===== config.mk =====
export PLATFORM = sky130hd
export DESIGN_NAME = ctrl_unit_p_flat
export DESIGN_NICKNAME = d
export VERILOG_FILES = /design/src/rtl/kx_ctrl_pkg.sv /design/src/rtl/ctrl_unit_p_if.sv /design/src/rtl/ctrl_mem_wait.sv /design/src/rtl/ctrl_unit_p.sv /design/src/flat_wrapper.sv
export SDC_FILE = /design/constraint.sdc
export NUM_CORES = 1
export LEC_CHECK = 0
export BUFFER_PORTS_ARGS = -buffer_cell sky130_fd_sc_hd__clkbuf_2
export CELL_PAD_IN_SITES_DETAIL_PLACEMENT = 0
export CELL_PAD_IN_SITES_GLOBAL_PLACEMENT = 1
export CORE_ASPECT_RATIO = 1.75
export CORE_UTILIZATION = 30
export CTS_CLUSTER_SIZE = 24
export DETAILED_ROUTE_END_ITERATION = 12
export PLACE_DENSITY_LB_ADDON = 0.3
export SLEW_MARGIN = 0
export SYNTH_ARGS = -nofsm -noshare
export SYNTH_HDL_FRONTEND = slang
export SYNTH_SLANG_ARGS = --single-unit

===== constraint.sdc =====
create_clock -name clock -period 5.64 [get_ports clock]
set_clock_uncertainty 0.2 [all_clocks]
set_input_delay 0.564 -clock clock [delete_from_list [all_inputs] [get_ports clock]]
set_output_delay 0.564 -clock clock [all_outputs]
set_load 0.01 [all_outputs]

===== src/rtl/kx_ctrl_pkg.sv =====
// Shared opcode, ALU/shifter select codes and controller state encoding
// for the kx control unit and its helpers.
package kx_ctrl_pkg;

   localparam logic [4:0] OPC_NOP  = 5'b00000;
   localparam logic [4:0] OPC_LD   = 5'b00001;
   localparam logic [4:0] OPC_STA  = 5'b00010;
   localparam logic [4:0] OPC_MOV  = 5'b00011;
   localparam logic [4:0] OPC_LDI  = 5'b00100;
   localparam logic [4:0] OPC_INC  = 5'b00111;
   localparam logic [4:0] OPC_ADD  = 5'b01101;
   localparam logic [4:0] OPC_BRA  = 5'b10000;
   localparam logic [4:0] OPC_BRC  = 5'b10001;
   localparam logic [4:0] OPC_HALT = 5'b11111;

   localparam logic [3:0] ALU_PASS = 4'd0;
   localparam logic [3:0] ALU_PLUS = 4'd5;
   localparam logic [3:0] ALU_INC  = 4'd7;
   localparam logic [3:0] ALU_ZERO = 4'd9;

   localparam logic [2:0] SHIFT_PASS = 3'd0;

   // Encodings 28..31 are unused and recover to S_INC_PC.
   typedef enum logic [4:0] {
      S_RST1    = 5'd0,  S_RST2   = 5'd1,  S_RST3  = 5'd2,  S_EXEC    = 5'd3,
      S_LD2     = 5'd4,  S_LD3    = 5'd5,  S_ST2   = 5'd6,  S_ST3     = 5'd7,
      S_MOV1    = 5'd8,  S_MOV2   = 5'd9,  S_LDI2  = 5'd10, S_LDI3    = 5'd11,
      S_LDI4    = 5'd12, S_INC2   = 5'd13, S_INC3  = 5'd14, S_ADD2    = 5'd15,
      S_ADD3    = 5'd16, S_ADD4   = 5'd17, S_BR2   = 5'd18, S_BR3     = 5'd19,
      S_BR4     = 5'd20, S_BRC2   = 5'd21, S_BRC3  = 5'd22, S_INC_PC  = 5'd23,
      S_INC_PC2 = 5'd24, S_INC_PC3 = 5'd25, S_FETCH = 5'd26, S_HALT   = 5'd27
   } ctrl_state_e;

   function automatic logic isVmaState(ctrl_state_e s);
      return s inside {S_RST3, S_LD3, S_ST3, S_LDI4, S_BR4, S_INC_PC3};
   endfunction

endpackage


===== src/rtl/ctrl_unit_p_if.sv =====
// Control bus between the kx controller (master) and its datapath (slave).
interface ctrl_unit_p_if #(
   parameter int DATA_W = 16,
   parameter int RSEL_W = 3
);
   // Memory handshake: the master holds vma (and rw, address strobes) steady
   // until the slave answers with mem_ready=1; the transfer completes in that
   // cycle, and register write strobes are only asserted in it.
   logic [DATA_W-1:0] instr_reg;
   logic              compout;
   logic              mem_ready;

   logic              prog_cntr_wr, prog_cntr_rd;
   logic              addr_reg_wr,  addr_reg_rd;
   logic              out_reg_wr,   out_reg_rd;
   logic              op_reg_wr,    op_reg_rd;
   logic              instr_wr, reg_rd, reg_wr, rw, vma;
   logic [2:0]        shift_sel;
   logic [3:0]        alu_sel;
   logic [2:0]        comp_sel;
   logic [RSEL_W-1:0] reg_sel;
   logic              halted, mem_fault;

   modport master (
      input  instr_reg, compout, mem_ready,
      output prog_cntr_wr, prog_cntr_rd, addr_reg_wr, addr_reg_rd,
             out_reg_wr, out_reg_rd, op_reg_wr, op_reg_rd,
             instr_wr, reg_rd, reg_wr, rw, vma,
             shift_sel, alu_sel, comp_sel, reg_sel, halted, mem_fault
   );

   modport slave (
      output instr_reg, compout, mem_ready,
      input  prog_cntr_wr, prog_cntr_rd, addr_reg_wr, addr_reg_rd,
             out_reg_wr, out_reg_rd, op_reg_wr, op_reg_rd,
             instr_wr, reg_rd, reg_wr, rw, vma,
             shift_sel, alu_sel, comp_sel, reg_sel, halted, mem_fault
   );
endinterface


===== src/rtl/ctrl_mem_wait.sv =====
// Memory wait-state watchdog: counts stalled cycles in a vma state and
// raises a one-cycle timeout plus a sticky mem_fault.
module ctrl_mem_wait #(
   parameter int WAIT_MAX = 15
) (
   input  logic clock,
   input  logic reset,
   input  logic vma_state,
   input  logic mem_ready,
   output logic timeout,
   output logic mem_fault
);
   localparam int CNT_W = $clog2(WAIT_MAX + 1);

   logic [CNT_W-1:0] waitCnt;

   // Fires on the WAIT_MAX-th consecutive cycle without mem_ready.
   assign timeout = vma_state && !mem_ready && (waitCnt == CNT_W'(WAIT_MAX - 1));

   always_ff @(posedge clock or posedge reset) begin
      if (reset) begin
         waitCnt   <= '0;
         mem_fault <= 1'b0;
      end else begin
         if (!vma_state || mem_ready || timeout) waitCnt <= '0;
         else                                    waitCnt <= waitCnt + 1'b1;
         if (timeout) mem_fault <= 1'b1;
      end
   end
endmodule


===== src/rtl/ctrl_unit_p.sv =====
// Microsequenced control unit for the kx core: resets, fetches, decodes and
// steps each instruction through its datapath strobe sequence.
module ctrl_unit_p
   import kx_ctrl_pkg::*;
#(
   parameter int DATA_W   = 16,
   parameter int OPC_W    = 5,
   parameter int RSEL_W   = 3,
   parameter int ACC_REG  = 3,
   parameter int WAIT_MAX = 15
) (
   input  logic          clock,
   input  logic          reset,
   ctrl_unit_p_if.master bus,
   output ctrl_state_e   debugState
);
   ctrl_state_e       state, nextState;
   logic              skipPend, skipNext;
   logic              vmaState, timeout, memFault;
   logic [OPC_W-1:0]  opcode;
   logic [RSEL_W-1:0] srcSel, dstSel;
   logic              unusedInstr;

   logic              progCntrWr, progCntrRd, addrRegWr, outRegWr, outRegRd;
   logic              opRegWr, instrWr, regRd, regWr, rwOut, vmaOut, halted;
   logic [3:0]        aluSel;
   logic [RSEL_W-1:0] regSel;

   assign opcode      = bus.instr_reg[DATA_W-1 -: OPC_W];
   assign srcSel      = bus.instr_reg[2*RSEL_W-1:RSEL_W];
   assign dstSel      = bus.instr_reg[RSEL_W-1:0];
   assign unusedInstr = ^bus.instr_reg;
   assign vmaState    = isVmaState(state);
   assign debugState  = state;

   ctrl_mem_wait #(.WAIT_MAX(WAIT_MAX)) u_mem_wait (
      .clock     (clock),
      .reset     (reset),
      .vma_state (vmaState),
      .mem_ready (bus.mem_ready),
      .timeout   (timeout),
      .mem_fault (memFault)
   );

   // skipPend makes a failed BRC run the PC increment twice before fetching.
   always_ff @(posedge clock or posedge reset) begin
      if (reset) begin
         state    <= S_RST1;
         skipPend <= 1'b0;
      end else begin
         state    <= nextState;
         skipPend <= skipNext;
      end
   end

   always_comb begin
      nextState  = state;
      skipNext   = skipPend;
      progCntrWr = 1'b0; progCntrRd = 1'b0; addrRegWr = 1'b0;
      outRegWr   = 1'b0; outRegRd   = 1'b0; opRegWr   = 1'b0;
      instrWr    = 1'b0; regRd      = 1'b0; regWr     = 1'b0;
      rwOut      = 1'b0; vmaOut     = 1'b0; halted    = 1'b0;
      aluSel     = ALU_PASS;
      regSel     = '0;
      case (state)
         S_RST1:    begin aluSel = ALU_ZERO; outRegWr = 1'b1; nextState = S_RST2; end
         S_RST2:    begin outRegRd = 1'b1; progCntrWr = 1'b1; addrRegWr = 1'b1; nextState = S_RST3; end
         S_RST3:    begin vmaOut = 1'b1; instrWr = bus.mem_ready; nextState = S_EXEC; end
         S_EXEC: begin
            case (opcode)
               OPC_W'(OPC_NOP):  nextState = S_INC_PC;
               OPC_W'(OPC_LD):   nextState = S_LD2;
               OPC_W'(OPC_STA):  nextState = S_ST2;
               OPC_W'(OPC_MOV):  nextState = S_MOV1;
               OPC_W'(OPC_LDI):  nextState = S_LDI2;
               OPC_W'(OPC_INC):  nextState = S_INC2;
               OPC_W'(OPC_ADD):  nextState = S_ADD2;
               OPC_W'(OPC_BRA):  nextState = S_BR2;
               OPC_W'(OPC_BRC):  nextState = S_BRC2;
               OPC_W'(OPC_HALT): nextState = S_HALT;
               default:          nextState = S_INC_PC;
            endcase
         end
         S_LD2:     begin regSel = srcSel; regRd = 1'b1; addrRegWr = 1'b1; nextState = S_LD3; end
         S_LD3:     begin vmaOut = 1'b1; regSel = dstSel; regWr = bus.mem_ready; nextState = S_INC_PC; end
         S_ST2:     begin regSel = dstSel; regRd = 1'b1; addrRegWr = 1'b1; nextState = S_ST3; end
         S_ST3:     begin regSel = srcSel; regRd = 1'b1; vmaOut = 1'b1; rwOut = 1'b1; nextState = S_INC_PC; end
         S_MOV1:    begin regSel = srcSel; regRd = 1'b1; outRegWr = 1'b1; nextState = S_MOV2; end
         S_MOV2:    begin regSel = dstSel; outRegRd = 1'b1; regWr = 1'b1; nextState = S_INC_PC; end
         S_ADD2:    begin regSel = srcSel; regRd = 1'b1; opRegWr = 1'b1; nextState = S_ADD3; end
         S_ADD3:    begin regSel = dstSel; regRd = 1'b1; aluSel = ALU_PLUS; outRegWr = 1'b1; nextState = S_ADD4; end
         S_ADD4:    begin regSel = RSEL_W'(ACC_REG); outRegRd = 1'b1; regWr = 1'b1; nextState = S_INC_PC; end
         S_INC2:    begin regSel = dstSel; regRd = 1'b1; aluSel = ALU_INC; outRegWr = 1'b1; nextState = S_INC3; end
         S_INC3:    begin regSel = dstSel; outRegRd = 1'b1; regWr = 1'b1; nextState = S_INC_PC; end
         S_LDI2:    begin progCntrRd = 1'b1; aluSel = ALU_INC; outRegWr = 1'b1; nextState = S_LDI3; end
         S_LDI3:    begin outRegRd = 1'b1; progCntrWr = 1'b1; addrRegWr = 1'b1; nextState = S_LDI4; end
         S_LDI4:    begin vmaOut = 1'b1; regSel = dstSel; regWr = bus.mem_ready; nextState = S_INC_PC; end
         S_BR2:     begin progCntrRd = 1'b1; aluSel = ALU_INC; outRegWr = 1'b1; nextState = S_BR3; end
         S_BR3:     begin outRegRd = 1'b1; addrRegWr = 1'b1; nextState = S_BR4; end
         S_BR4:     begin vmaOut = 1'b1; progCntrWr = bus.mem_ready; nextState = S_FETCH; end
         S_FETCH:   begin progCntrRd = 1'b1; addrRegWr = 1'b1; nextState = S_INC_PC3; end
         S_BRC2:    begin regSel = srcSel; regRd = 1'b1; opRegWr = 1'b1; nextState = S_BRC3; end
         S_BRC3: begin
            regSel = dstSel;
            regRd  = 1'b1;
            if (bus.compout) nextState = S_BR2;
            else begin
               nextState = S_INC_PC;
               skipNext  = 1'b1;
            end
         end
         S_INC_PC:  begin progCntrRd = 1'b1; aluSel = ALU_INC; outRegWr = 1'b1; nextState = S_INC_PC2; end
         S_INC_PC2: begin
            outRegRd   = 1'b1;
            progCntrWr = 1'b1;
            addrRegWr  = 1'b1;
            nextState  = skipPend ? S_INC_PC : S_INC_PC3;
            skipNext   = 1'b0;
         end
         S_INC_PC3: begin vmaOut = 1'b1; instrWr = bus.mem_ready; nextState = S_EXEC; end
         S_HALT:    begin halted = 1'b1; nextState = S_HALT; end
         default:   nextState = S_INC_PC;
      endcase
      if (vmaState && !bus.mem_ready) nextState = timeout ? S_HALT : state;
   end

   assign bus.prog_cntr_wr = progCntrWr;
   assign bus.prog_cntr_rd = progCntrRd;
   assign bus.addr_reg_wr  = addrRegWr;
   assign bus.addr_reg_rd  = 1'b0;
   assign bus.out_reg_wr   = outRegWr;
   assign bus.out_reg_rd   = outRegRd;
   assign bus.op_reg_wr    = opRegWr;
   assign bus.op_reg_rd    = 1'b0;
   assign bus.instr_wr     = instrWr;
   assign bus.reg_rd       = regRd;
   assign bus.reg_wr       = regWr;
   assign bus.rw           = rwOut;
   assign bus.vma          = vmaOut;
   assign bus.shift_sel    = SHIFT_PASS;
   assign bus.alu_sel      = aluSel;
   assign bus.comp_sel     = bus.instr_reg[2*RSEL_W+2:2*RSEL_W];
   assign bus.reg_sel      = regSel;
   assign bus.halted       = halted;
   assign bus.mem_fault    = memFault;
endmodule


===== src/flat_wrapper.sv =====
// flat-port wrapper written by rule: the top's interface ports become plain ports
module ctrl_unit_p_flat import kx_ctrl_pkg::*;
#(
   parameter int DATA_W   = 16,
   parameter int OPC_W    = 5,
   parameter int RSEL_W   = 3,
   parameter int ACC_REG  = 3,
   parameter int WAIT_MAX = 15
)
  (clock, reset, debugState, bus_instr_reg, bus_compout, bus_mem_ready, bus_prog_cntr_wr, bus_prog_cntr_rd, bus_addr_reg_wr, bus_addr_reg_rd, bus_out_reg_wr, bus_out_reg_rd, bus_op_reg_wr, bus_op_reg_rd, bus_instr_wr, bus_reg_rd, bus_reg_wr, bus_rw, bus_vma, bus_shift_sel, bus_alu_sel, bus_comp_sel, bus_reg_sel, bus_halted, bus_mem_fault);
  ctrl_unit_p_if #(.DATA_W(DATA_W), .RSEL_W(RSEL_W)) bus_i ();
  input  logic clock;
  input  logic reset;
  output ctrl_state_e debugState;
  input wire logic [$bits(bus_i.instr_reg)-1:0] bus_instr_reg;
  input wire logic [$bits(bus_i.compout)-1:0] bus_compout;
  input wire logic [$bits(bus_i.mem_ready)-1:0] bus_mem_ready;
  output wire logic [$bits(bus_i.prog_cntr_wr)-1:0] bus_prog_cntr_wr;
  output wire logic [$bits(bus_i.prog_cntr_rd)-1:0] bus_prog_cntr_rd;
  output wire logic [$bits(bus_i.addr_reg_wr)-1:0] bus_addr_reg_wr;
  output wire logic [$bits(bus_i.addr_reg_rd)-1:0] bus_addr_reg_rd;
  output wire logic [$bits(bus_i.out_reg_wr)-1:0] bus_out_reg_wr;
  output wire logic [$bits(bus_i.out_reg_rd)-1:0] bus_out_reg_rd;
  output wire logic [$bits(bus_i.op_reg_wr)-1:0] bus_op_reg_wr;
  output wire logic [$bits(bus_i.op_reg_rd)-1:0] bus_op_reg_rd;
  output wire logic [$bits(bus_i.instr_wr)-1:0] bus_instr_wr;
  output wire logic [$bits(bus_i.reg_rd)-1:0] bus_reg_rd;
  output wire logic [$bits(bus_i.reg_wr)-1:0] bus_reg_wr;
  output wire logic [$bits(bus_i.rw)-1:0] bus_rw;
  output wire logic [$bits(bus_i.vma)-1:0] bus_vma;
  output wire logic [$bits(bus_i.shift_sel)-1:0] bus_shift_sel;
  output wire logic [$bits(bus_i.alu_sel)-1:0] bus_alu_sel;
  output wire logic [$bits(bus_i.comp_sel)-1:0] bus_comp_sel;
  output wire logic [$bits(bus_i.reg_sel)-1:0] bus_reg_sel;
  output wire logic [$bits(bus_i.halted)-1:0] bus_halted;
  output wire logic [$bits(bus_i.mem_fault)-1:0] bus_mem_fault;
  assign bus_i.instr_reg = bus_instr_reg;
  assign bus_i.compout = bus_compout;
  assign bus_i.mem_ready = bus_mem_ready;
  assign bus_prog_cntr_wr = bus_i.prog_cntr_wr;
  assign bus_prog_cntr_rd = bus_i.prog_cntr_rd;
  assign bus_addr_reg_wr = bus_i.addr_reg_wr;
  assign bus_addr_reg_rd = bus_i.addr_reg_rd;
  assign bus_out_reg_wr = bus_i.out_reg_wr;
  assign bus_out_reg_rd = bus_i.out_reg_rd;
  assign bus_op_reg_wr = bus_i.op_reg_wr;
  assign bus_op_reg_rd = bus_i.op_reg_rd;
  assign bus_instr_wr = bus_i.instr_wr;
  assign bus_reg_rd = bus_i.reg_rd;
  assign bus_reg_wr = bus_i.reg_wr;
  assign bus_rw = bus_i.rw;
  assign bus_vma = bus_i.vma;
  assign bus_shift_sel = bus_i.shift_sel;
  assign bus_alu_sel = bus_i.alu_sel;
  assign bus_comp_sel = bus_i.comp_sel;
  assign bus_reg_sel = bus_i.reg_sel;
  assign bus_halted = bus_i.halted;
  assign bus_mem_fault = bus_i.mem_fault;
  ctrl_unit_p #(.DATA_W(DATA_W), .OPC_W(OPC_W), .RSEL_W(RSEL_W), .ACC_REG(ACC_REG), .WAIT_MAX(WAIT_MAX)) u_core (.clock(clock), .reset(reset), .bus(bus_i), .debugState(debugState));
endmodule

After elaboration in Yosys (flattened, before gate mapping) --
Memories as Yosys holds them, arrays and structs flattened. Cells that the tools add are included.
Word-level totals: bits in read-only memories 160, logic and storage cells 82, memories kept 1, bits in latches 0, RAM bits 0, bits in registers 11, output and inout bits 33
Cells by class: multipliers 0, shift-type cells 0, bitwise logic cells 0, $add $sub $neg 1, muxes and demuxes 22, eq/ne operators 30, order comparisons 0, divide/modulo/power cells 0, reduce and logical (&&, ||, !) cells 24
Memory list:
- (name not given) | words 32, bits a word 5, rd ports 1, clocked after Yosys merged registers in 0, write ports 0, RTL line ctrl_unit_p.sv:70 | case (opcode)
Operator list (number):
- $pmux 5 s21 | 1
- $eq 5x5->1 const B | 12
- $eq 5x4->1 const B | 8
- $reduce_or 7->1 | 3
- $eq 5x3->1 const B | 4
- $pmux 4 s3 | 1
- $mux 1 | 11
- $eq 5x2->1 const B | 2
- $mux 5 | 2
- $pmux 3 s3 | 1
- $reduce_or 9->1 | 1
- $mux 4 | 2
- $reduce_or 4->1 | 2
- $reduce_or 8->1 | 1
- $pmux 1 s2 | 3
- $reduce_bool 6->1 | 1
- $reduce_or 2->1 | 3
- $reduce_or 3->1 | 2
- $reduce_or 6->1 | 1
- $eq 5x1->1 const B | 1
- $logic_not 5->1 | 1
- $reduce_or 5->1 | 1
- $add 4x1->4 const B | 1
- $eq 4x4->1 const B | 1
- 8 further kinds | 11

Depth between registers and ports, before layout --
word-level depth 6, gate-level depth with buffers 8, mapped depth without buffers 7

Hierarchy --
Synthesis repeated with hierarchy kept, for this count alone.
Unflattened totals: cell total of the unflattened synthesis 258, area total of the unflattened synthesis 1804.2 sq um
By module, submodules not included:
- ctrl_unit_p | area an instance 1572.8 sq um, times used 1, cells each 238, sequential area each 150.1 sq um
- ctrl_mem_wait | area an instance 231.5 sq um, times used 1, cells each 20, sequential area each 125.1 sq um

Least setup slack after synthesis --
No wires, ideal clock.
path kind flip-flop to output port, start point reg u_core.state[2], in the netlist u_core.debugState[2], end point out bus_reg_wr, required time 4.876 ns, path slack 3.125 ns, cell stages (with the launch flop) 8, arrival 1.751 ns, cell sequence dfrtp_1 buf_2 buf_2 buf_1 clkbuf_1 o2111ai_1 o21a_1 o21bai_1
Between the ends: cells in the longest elaborated chain, start to end 3, elaborated cells on any way between the ends 8, classes of those cells eq/ne (5); mux (1); reduce/logical (2)
RTL lines:
- start, declared | RTL line ctrl_unit_p.sv:17 | ctrl_state_e state, nextState;
- start signal, assigned | RTL line ctrl_unit_p.sv:51 | state <= nextState;
- $eq 5x4->1, or another cell as far along | RTL line ctrl_unit_p.sv:65 | case (state)
- $reduce_or 3->1 (no line) or $reduce_or 2->1 (tied branches)
- $pmux 1 s2 (*) | RTL line ctrl_unit_p.sv:65
- end, declared | RTL line flat_wrapper.sv:28 | output wire logic [$bits(bus_i.reg_wr)-1:0] bus_reg_wr;
Every way passes the cells marked *; elsewhere a longest branch is shown, timed or not.

Worst setup path after layout --
start point reg u_core.state[3], in the netlist u_core.debugState[3], end point out bus_reg_sel[0]
Between the ends: cells in the longest elaborated chain, start to end 3, elaborated cells on any way between the ends 17, classes of those cells eq/ne (14); mux (1); reduce/logical (2)
RTL lines:
- $eq 5x4->1, or another cell as far along | RTL line ctrl_unit_p.sv:65
- $reduce_or 8->1 (no line) or $reduce_or 5->1 (tied branches)
- $pmux 3 s3 (*) | RTL line ctrl_unit_p.sv:65
- end, declared | RTL line flat_wrapper.sv:34 | output wire logic [$bits(bus_i.reg_sel)-1:0] bus_reg_sel;
Marked as above.

==> summary.md <==
| Metric | Value |
|---|---|
| Status | `finished with violations` |
| Failing checks | `design-rule violations` |
| Core Region | `0.00526 mm²` |
| Relative max-transition margin | `58.6%` |
| Cell family with the largest share of critical-path delay | `compound AO/OA/AOI/OAI gates` |
| Sequential share of the synthesized area | `16.8%` |
| Worst Path Required | `4.88 ns` |
| Vias per Instance | `5.73` |
| Critical-path cell list | `buf_4 > nor2b_1 > a21o_1 > a22oi_1 > o22ai_1 > a221o_1 > clkbuf_2` |
| Initial core utilization | `31.1%` |
| Leak pwr | `0.817 nW` |
| Layout cells sized above 1 | `20.5%` |
| Slowest CP cell | `nor2b_1` |
| Reg clk slew, reported paths | `0.05 ns` |
| Layout area overhead | `12.5%` |
| First-pass GRT wire length | `8070 µm` |
| Share of total power in combinational logic | `78.8%` |
| Number of diodes | `0` |
| Final count of hold timing violations | `0` |
| RSZ-0062 raised after global routing | `no` |
| # nets final | `287` |
| Initial antenna violation count | `0` |
| DR WL/cell | `15.6 µm` |
| Largest net degree at the start of global routing | `33` |
| PortBufs | `39` |
| Vias in the first global route | `1672` |
| DP Worst Slack | `2.79 ns` |
| Int Pwr | `0.458 mW` |
| Most frequent cells in the layout | `clkbuf_2, nand2_1, nor2_1, o21ai_0, a21oi_1` |
| Global route overflow | `0` |
| WP depth | `7` |
| Crit Path Max Fanout | `29` |
| Clock tree buffer depth | `2` |
| Setup ws final | `2.54 ns` |
| Clock Root Buffer | `clkbuf_8` |
| CTS tree | `built` |
| DR vias | `1792` |
| Die extent in x | `57.8 µm` |
| Crit. End Element | `output pin` |
| Final setup viols | `0` |
| #FFs+latches synth | `11` |
| Async SR Flop Fraction | `100%` |
| Final wirelength | `4870 µm` |
| Synthesis warning total | `0` |
| Sequential power share | `13.4%` |
| Row count | `35` |
| Inserted Clock Buffers | `3` |
| DRT antenna net count | `0` |
| Transition time of the tightest slew-check pin | `0.620 ns` |
| Post-synthesis cell type count | `53` |
| Placed instance count | `309` |
| CP Buf/Inv Count | `2` |
| Worst-Skew Late Latency | `0.24 ns` |
| Hold Buf Count CTS | `0` |
| Largest stage delay on the critical path | `0.53 ns` |
| Drt drc | `4` |
| Clock Sinks | `11` |
| Switching pwr | `0.546 mW` |
| Post-synth EDFFs | `0` |
| First drt pass iteration count | `10` |
| Tcrit/Tclk final | `54.9%` |
| RePlAce Congestion | `0.813` |
| Setup TNS | `0 ns` |
| DP Wirelength | `3700 µm` |
| Critical Path AT | `2.33 ns` |
| Max-slew violations | `0` |
| Worst R2R Path Depth | `6` |
| Initial DRC count | `122` |
| Synth Flop Type | `dfrtp_1` |
| H-tree depth | `1` |
| P per Cell Area | `545 mW/mm²` |
| Finished Layout Cells | `313` |
| Peak Freq | `0.323 GHz` |
| Post-CTS Setup Bufs | `0` |
| Worst vdd ir | `0.141 mV` |
| Clk pwr share | `7.8%` |
| Chip height | `99.7 µm` |
| Tmin final | `3.10 ns` |
| Commonest non-fill, non-tap cell in the layout | `clkbuf_2` |
| Switching share of power | `54.4%` |
| Mapped Area | `0.00164 mm²` |
| Avg Cell Area, Syn | `6.91 µm²` |
| Die ar. | `0.00577 mm²` |
| Setup CP Type | `reg2out` |
| Post_cts resized | `0` |
| Maxcap violations | `0` |
| I/O pin count | `53` |
| FILL cells | `595` |
| Mapped Cells | `237` |
| Setup crit start kind | `flip-flop` |
| Hold Path Class | `in2async` |
| Tot GR Track Use | `17.5%` |
[metrics by stage]
step	power (mW)	hold WS [ns]	cell area (µm²)	util (%)
floorplan	0.721	0.216	1650	-
global placement	0.931	0.261	1800	34.2
detailed placement	0.927	0.274	1800	34.2
CTS	1.01	0.113	1840	35.0
global route	1.11	0.146	1840	35.0
finish	1.00	0.101	1840	35.0
[final cells by class]
class / count / area [µm²] / area share, %
multi-input combinational: 188 / 1180 / 64.0
sequential: 11 / 275 / 15.0
timing repair buffer: 44 / 233 / 12.6
tap: 55 / 68.8 / 3.74
clock buffer: 4 / 45.0 / 2.45
inverter: 11 / 41.3 / 2.24
[power groups by stage]
stage / logic [mW] / registers, mW / clock network (mW)
final: 0.790 / 0.135 / 0.0786
after global routing: 0.883 / 0.139 / 0.0844
after CTS: 0.794 / 0.135 / 0.0804
after detailed placement: 0.791 / 0.136 / 0
after global placement: 0.795 / 0.135 / 0
after floorplan: 0.590 / 0.131 / 0
[path summary, 6_finish.rpt]
kind                                        startpoint  slack [ns]                           to
min in group clock         u_core.u_mem_wait.mem_fault        0.28  u_core.u_mem_wait.mem_fault
hold / removal                                   reset        0.10         u_core.debugState[0]
setup reg to reg                  u_core.debugState[3]        3.18         u_core.debugState[4]
max in group asynchronous                        reset        4.83         u_core.debugState[3]
setup / recovery                  u_core.debugState[3]        2.54               bus_reg_sel[0]
hold reg to reg            u_core.u_mem_wait.mem_fault        0.28  u_core.u_mem_wait.mem_fault
[flip-flops by register name (all words and copies together), names as in the netlist]
name	flops
u_core.debugState	5
u_core.skipPend	1
u_core.u_mem_wait.mem_fault	1
u_core.u_mem_wait.waitCnt	4
[cell families (layout without fill, tap and decap cells)]
group | after synthesis | after routing | share of synthesized area [%]
and+or+nand+nor | 84 | 84 | 25.2
muxes | 2 | 2 | 1.38
xor gates and xnor gates | 6 | 6 | 3.67
adders and majority gates | 8 | 8 | 6.12
other | 1 | 5 | 0.229
buffers and inverters | 42 | 59 | 12.2
DFF | 11 | 11 | 16.8
AOI/OAI and AO/OA | 83 | 83 | 34.4
[layer usage]
metal,vias up,part of all wire (%),global-route usage [%]
met3,10,3.0,1.43
met1,845,41,20.8
met4,0,2.6,7.33
met5,-,0,0
li1,887,-,-
met2,50,54,31.4
[Yosys cell counts, types with 2 or more instances]
master	instances	area share [%]
nor2b_1	8	3.1
o31ai_1	2	0.92
o21bai_1	2	0.92
inv_1	9	2.1
o21ai_0	17	5.2
nand3_1	8	2.4
a221o_1	2	1.2
a22oi_1	5	2.3
clkbuf_1	10	2.3
o211ai_1	3	1.4
nor3_1	10	3.1
nand2_1	20	4.6
nor2_1	20	4.6
a21o_1	2	0.92
nand2b_1	8	3.1
xnor2_1	4	2.1
buf_4	8	3.7
o22ai_1	6	2.3
a21oi_1	16	4.9
a31oi_1	7	2.7
buf_2	9	2.8
a211oi_1	4	1.8
a32o_1	2	1.2
buf_1	4	0.92
dfrtp_1	11	17
and3_1	2	0.76
a32oi_1	2	1.1
mux2_2	2	1.4
ha_1	8	6.1
or3_1	2	0.76
clkinv_1	2	0.46
Note: power is estimated with default switching activity, not from simulation.
